File: src/rtl/subpel_sad_acc.sv
`default_nettype none
// ============================================================================
// Module   : subpel_sad_acc
// Brief    : Per-candidate SAD accumulation over a block of lines followed by
//            a sequential minimum search. Optional SUBPEL_SAD_DUMP_EN exposes
//            all candidate SADs on sad_all.
// Revision : 1.0 - initial release
// ============================================================================
module subpel_sad_acc #(
    parameter  int NPIX   = 8,
    parameter  int NCAND  = 15,
    parameter  int BLK_H  = 8,
    parameter  int PIX_W  = 8,
    localparam int ACC_W  = PIX_W + $clog2((NPIX - 1) * BLK_H),
    localparam int IDX_W  = (NCAND > 1) ? $clog2(NCAND) : 1,
    localparam int LINE_W = NCAND * (NPIX - 1) * PIX_W
) (
    input  logic              clk,
    input  logic              rst_n,
    input  logic [LINE_W-1:0] diff_in,
    input  logic              in_valid,
    output logic              in_ready,
    output logic [IDX_W-1:0]  best_idx,
    output logic [ACC_W-1:0]  best_sad,
`ifdef SUBPEL_SAD_DUMP_EN
    output logic [NCAND*ACC_W-1:0] sad_all,
`endif
    output logic              out_valid,
    input  logic              out_ready
);

    localparam int CNT_W = (BLK_H > 1) ? $clog2(BLK_H) : 1;
    localparam int NDIFF = NPIX - 1;

    typedef enum logic [1:0] {
        ACC    = 2'd0,
        SEARCH = 2'd1,
        DONE   = 2'd2
    } state_t;

    state_t             r_state;
    state_t             w_state_nxt;
    logic [ACC_W-1:0]   r_acc [NCAND];
    logic [ACC_W-1:0]   w_line_sum [NCAND];
    logic [CNT_W-1:0]   r_line_cnt;
    logic [IDX_W-1:0]   r_scan_idx;
    logic [IDX_W-1:0]   r_best_idx;
    logic [ACC_W-1:0]   r_best_sad;
    logic [ACC_W-1:0]   w_scan_sad;
    logic               r_in_ready;
    logic               r_out_valid;
    logic               w_accept;
    logic               w_last_line;
    logic               w_scan_last;

    assign w_accept    = in_valid & r_in_ready;
    assign w_last_line = (r_line_cnt == CNT_W'(BLK_H - 1));
    assign w_scan_last = (r_scan_idx == IDX_W'(NCAND - 1));
    assign w_scan_sad  = r_acc[r_scan_idx];

    always_comb begin
        for (int c = 0; c < NCAND; c++) begin
            w_line_sum[c] = '0;
            for (int k = 0; k < NDIFF; k++) begin
                w_line_sum[c] = w_line_sum[c]
                              + ACC_W'(diff_in[(c*NDIFF + k)*PIX_W +: PIX_W]);
            end
        end
    end

    always_comb begin
        w_state_nxt = r_state;
        case (r_state)
            ACC:     if (w_accept && w_last_line) w_state_nxt = SEARCH;
            SEARCH:  if (w_scan_last)             w_state_nxt = DONE;
            DONE:    if (out_ready)               w_state_nxt = ACC;
            default:                              w_state_nxt = ACC;
        endcase
    end

    // Handshake flags are registered so in_ready stays low until the first
    // edge after reset release.
    always_ff @(posedge clk or negedge rst_n) begin
        if (!rst_n) begin
            r_state     <= ACC;
            r_in_ready  <= 1'b0;
            r_out_valid <= 1'b0;
            r_line_cnt  <= '0;
            r_scan_idx  <= '0;
            r_best_idx  <= '0;
            r_best_sad  <= '0;
            for (int c = 0; c < NCAND; c++) r_acc[c] <= '0;
        end else begin
            r_state     <= w_state_nxt;
            r_in_ready  <= (w_state_nxt == ACC);
            r_out_valid <= (w_state_nxt == DONE);

            if (w_accept) begin
                for (int c = 0; c < NCAND; c++) begin
                    r_acc[c] <= ((r_line_cnt == '0) ? '0 : r_acc[c]) + w_line_sum[c];
                end
                r_line_cnt <= w_last_line ? '0 : r_line_cnt + 1'b1;
            end

            // Strict less-than keeps the lower index on ties.
            if (r_state == SEARCH) begin
                if ((r_scan_idx == '0) || (w_scan_sad < r_best_sad)) begin
                    r_best_sad <= w_scan_sad;
                    r_best_idx <= r_scan_idx;
                end
                r_scan_idx <= w_scan_last ? '0 : r_scan_idx + 1'b1;
            end
        end
    end

    assign in_ready  = r_in_ready;
    assign out_valid = r_out_valid;
    assign best_idx  = r_best_idx;
    assign best_sad  = r_best_sad;

`ifdef SUBPEL_SAD_DUMP_EN
    for (genvar c = 0; c < NCAND; c++) begin : g_dump
        assign sad_all[c*ACC_W +: ACC_W] = r_acc[c];
    end
`endif

endmodule
`default_nettype wire

File: config.mk
export PLATFORM = sky130hd
export DESIGN_NAME = subpel_sad_acc
export DESIGN_NICKNAME = d
export VERILOG_FILES = /design/src/rtl/subpel_sad_acc.sv
export SDC_FILE = /design/constraint.sdc
export NUM_CORES = 2
export LEC_CHECK = 0
export CORE_AREA = 10 10 331 333
export CTS_CLUSTER_DIAMETER = 50
export CTS_CLUSTER_SIZE = 10
export DETAILED_ROUTE_END_ITERATION = 7
export DIE_AREA = 0 0 341 343
export PLACE_DENSITY = 0.64
export SLEW_MARGIN = 20
export SYNTH_ARGS = -nofsm -noshare
export SYNTH_HDL_FRONTEND = slang
export SYNTH_SLANG_ARGS = --single-unit
File: constraint.sdc
create_clock -name clk -period 6.87 [get_ports clk]
set_clock_uncertainty 0.15 [all_clocks]
set_input_delay 1.7175 -clock clk [delete_from_list [all_inputs] [get_ports clk]]
set_output_delay 1.7175 -clock clk [all_outputs]
set_load 0.03 [all_outputs]
==> results.json <==
{
  "via_count": 30916,
  "switchingPower_mw": 15.8,
  "fp.dieArea_sq_mm": 0.117,
  "cp-start-kind": "input port",
  "dp.final_hpwl_mm": 107,
  "maxUsedRoutingLayer": "met5",
  "wl_met1_mm": 46.4,
  "grt_start_max_net_pins": 163,
  "met3RoutedLength_mm": 8.48,
  "fraction_of_layout_cells_with_a_size_suffix_above_1_pct": 3.69,
  "wire_length_of_the_first_global_routing_pass_mm": 190,
  "syn-instance-count": 4472,
  "status": "finished clean",
  "postSynthNetCount": 6292,
  "drv.max_cap_violation_count": 0,
  "timing_hold_violations_final": 0,
  "detail_route.vias_per_cell": 4.60,
  "num-nets-final": 7124,
  "power.share.clock_pct": 7.0,
  "grt_setup_unrepaired": "no",
  "start_util_pct": 38.3,
  "worst-endpoint-required_ns": 7.13,
  "slew_headroom_pct": 34.3,
  "wl_per_cell_um": 18.3,
  "finalSetupViolCount": 0,
  "multi_input_comb_area_sq_mm": 0.0269,
  "cts_made_buffers": 42,
  "synth.avg_cell_area_sq_um": 8.82,
  "finalMaxSlewViolations": 0,
  "totalPowerFinal_mw": 30.3,
  "sum_of_routed_wire_length_over_all_layers_mm": 123,
  "post_dp_cell_area_sq_mm": 0.0497,
  "cts_post_setup_buffers_inserted": 0,
  "reg2reg_depth": 19,
  "layout.area.seq_sq_mm": 0.00599,
  "dr.pass1.iters": 5,
  "synth_area_sq_mm": 0.0395,
  "clkLatencyLatePin_ns": 0.58,
  "synth_area_leader_cell": "fa_1",
  "finish.instance_area_sq_mm": 0.0511,
  "grt_pass1_vias": 33655,
  "top_level_port_count": 864,
  "ys_dominant_reg_cell": "dfrtp_1",
  "std_cell_rows": 118,
  "hold-path-cell-count": 1,
  "met2RoutedLength_mm": 64.3,
  "p_leak_nw": 27.0,
  "timing_worst_slew_pin_value_ns": 0.984,
  "post_cts_gate_resize_count": 0,
  "clk_transition_reported_paths_ns": 0.05,
  "grt.total_usage_pct": 21.0,
  "port_bufs": 863,
  "crit_path_end_kind": "register",
  "setup-tns-final_ns": 0,
  "final_util_pct": 49.7,
  "htree_num_levels": 2,
  "whs_endpoint": "r_state[0]",
  "drc_errors": 0,
  "nFillCells": 9796,
  "syn2layout_area_growth_pct": 29.6,
  "netlist.area_leader.share_pct": 35.8,
  "detail-route-antenna-nets": 0,
  "combinationalPowerShare_pct": 82.9,
  "cp.arrival_ns": 6.53,
  "power_report.internal_total_mw": 14.5,
  "cp_max_fo": 3,
  "switching_share_pct": 52.1,
  "worstSetupPathType": "input port to register",
  "clock_sink_count": 239,
  "synth_enable_flop_cells": 0,
  "chipWidth_um": 341,
  "crit-reg2reg-launch": "r_line_cnt[0]",
  "reg_to_reg_critical_path_endpoint": "r_acc[68]",
  "synth-async-reset-ratio_pct": 100,
  "vdd.ir_drop.worst_v": 0.000341,
  "detailedRoute.firstIterationViolations": 1226,
  "reg2reg_slack_ns": 1.33,
  "synthesis.yosys.warnings": 0,
  "worstHoldPathType": "register to register",
  "routabilityCongestion": 0.883,
  "clockBufferDepth": 3,
  "placeableCoreArea_sq_mm": 0.103,
  "cts_tree": "done",
  "yosys.cell_types.count": 66,
  "ys_top_cells_by_area": "fa_1 (36%), inv_1 (16%), dfrtp_1 (15%), ha_1 (8.6%), nand2_1 (4.7%)",
  "sequential_fraction_of_the_synthesis_area_pct": 15.2,
  "grt_overflow_total": 0,
  "cts.hold.buffers_added": 0,
  "worst_hold_startpoint": "r_state[1]",
  "tcrit_tclk_final_pct": 91.2,
  "vertical_extent_of_the_die_um": 343,
  "power.density_mw_per_mm2": 592,
  "clk_root_buffer_cell": "clkbuf_16",
  "antenna_violations_before_repair": 12,
  "fmaxAchievable_mhz": 160,
  "number_of_register_bits_inferred_by_synthesis": 239,
  "power.share.sequential_pct": 10.2,
  "finalCriticalPeriod_ns": 6.27
}
==> cell type report <==
cell class,count,share of cell area (%)
diodes,2,0.00979
clock buffers,54,2.30
clock inverters,23,0.428
inverters,1644,12.1
multi-input cells,2490,52.7
flip-flops and latches,239,11.7
well taps,1380,3.38
repair buffers,887,17.4
==> cell usage in the layout (no fill, tap or decap), drive strengths merged, types with 8 or more instances in the layout <==
cell / count
nor3: 32
nand4: 12
clkdlybuf4s50: 862
ha: 271
o211ai: 22
dfrtp: 239
fa: 705
nor2b: 17
or2: 9
a31oi: 9
o31ai: 14
mux4: 55
nand3: 18
clkbuf: 54
clkinvlp: 8
a21o: 30
clkinv: 10
and2: 94
nand3b: 10
buf: 25
nand4b: 10
o21ai: 195
o221ai: 10
and4: 19
inv: 1647
o21bai: 30
nand2b: 17
xnor2: 62
nor2: 59
xor2: 35
o21a: 11
mux2i: 18
nand2: 497
a21oi: 108
and3: 10
or3: 17
a211oi: 22
==> power by group through the flow <==
stage / Combinational (mW) / Sequential, mW / Clock, mW
after floorplan: 19.0 / 2.66 / 0
after global placement: 24.7 / 3.08 / 0
after detailed placement: 25.2 / 3.10 / 0
after CTS: 25.4 / 3.09 / 2.16
after global routing: 29.0 / 3.17 / 2.22
final: 25.1 / 3.08 / 2.11
==> worst max-delay path, stage by stage <==
cell and delay [ns]:
clkdlybuf4s50_1 0.45, inv_1 0.05, fa_1 0.52, inv_1 0.05, fa_1 0.52, fa_1 0.49
inv_1 0.05, fa_1 0.48, inv_1 0.05, ha_1 0.21, fa_1 0.46, a21o_1 0.18
a2111oi_0 0.63, o41a_1 0.28, o21ai_0 0.15, a21oi_1 0.17, a311oi_1 0.06
==> worst max-delay path by stage <==
stage / endpoint / from / depth (start not counted)
4_1_cts: r_acc[96] / diff_in[482] / 17
3_5_place_dp: r_acc[194] / diff_in[82] / 16
2_1_floorplan: r_acc[96] / diff_in[474] / 16
6_report: r_acc[194] / diff_in[82] / 17
3_3_place_gp: r_acc[82] / diff_in[506] / 17
5_1_grt: r_acc[194] / diff_in[82] / 17
==> logic make-up after synthesis <==
family                   count (synthesis)  synth area share (%)
buffers and inverters                 1743                  16.7
adder cells (fa/ha/maj)                976                  44.4
AND/OR/NAND/NOR                        838                  9.96
AO/OA/AOI/OAI                          505                  8.06
flip-flops                             239                  15.2
XOR/XNOR                                97                  2.15
multiplexers                            74                  3.62
==> state kept, by name (all words and copies together), names as in the netlist <==
register,cells
best_sad,14
out_valid,1
best_idx,4
r_state,2
r_line_cnt,3
in_ready,1
r_acc,210
r_scan_idx,4
==> metal layers <==
metal,GRT usage (%),vias up
li1,-,14799
met1,24.2,15165
met2,38.4,788
met3,5.13,148
met4,5.79,16
met5,0,-
==> synth_stat cells (7+ instances only) <==
library cell and number:
a2111oi_0 7, a211oi_1 21, a21o_1 30, a21oi_1 108, a221oi_1 7, a31oi_1 9
and2_1 93, and3_1 10, and4_1 19, buf_1 10, buf_2 10, clkbuf_1 75
dfrtp_1 239, fa_1 705, ha_1 271, inv_1 1644, mux2i_1 18, mux4_2 55
nand2_1 497, nand2b_1 17, nand3_1 17, nand3b_1 10, nand4_1 12, nand4b_1 10
nor2_1 59, nor2b_1 16, nor3_1 32, o211ai_1 19, o21a_1 11, o21ai_0 193
o21bai_1 25, o221ai_1 10, o31ai_1 14, or2_2 9, or3_1 17, xnor2_1 62
xor2_1 35
==> metrics by stage <==
stage | setup slack (ns) | hold slack (ns) | cells
final | 0.601 | 0.328 | 6719
after global routing | 0.397 | 0.340 | 6719
after CTS | 0.631 | 0.332 | 6717
after detailed placement | -0.00308 | 0.316 | 6640
after global placement | 0.0537 | 0.311 | 6640
after floorplan | 0.868 | 0.290 | 4472
(Power assumes the default switching activity.)
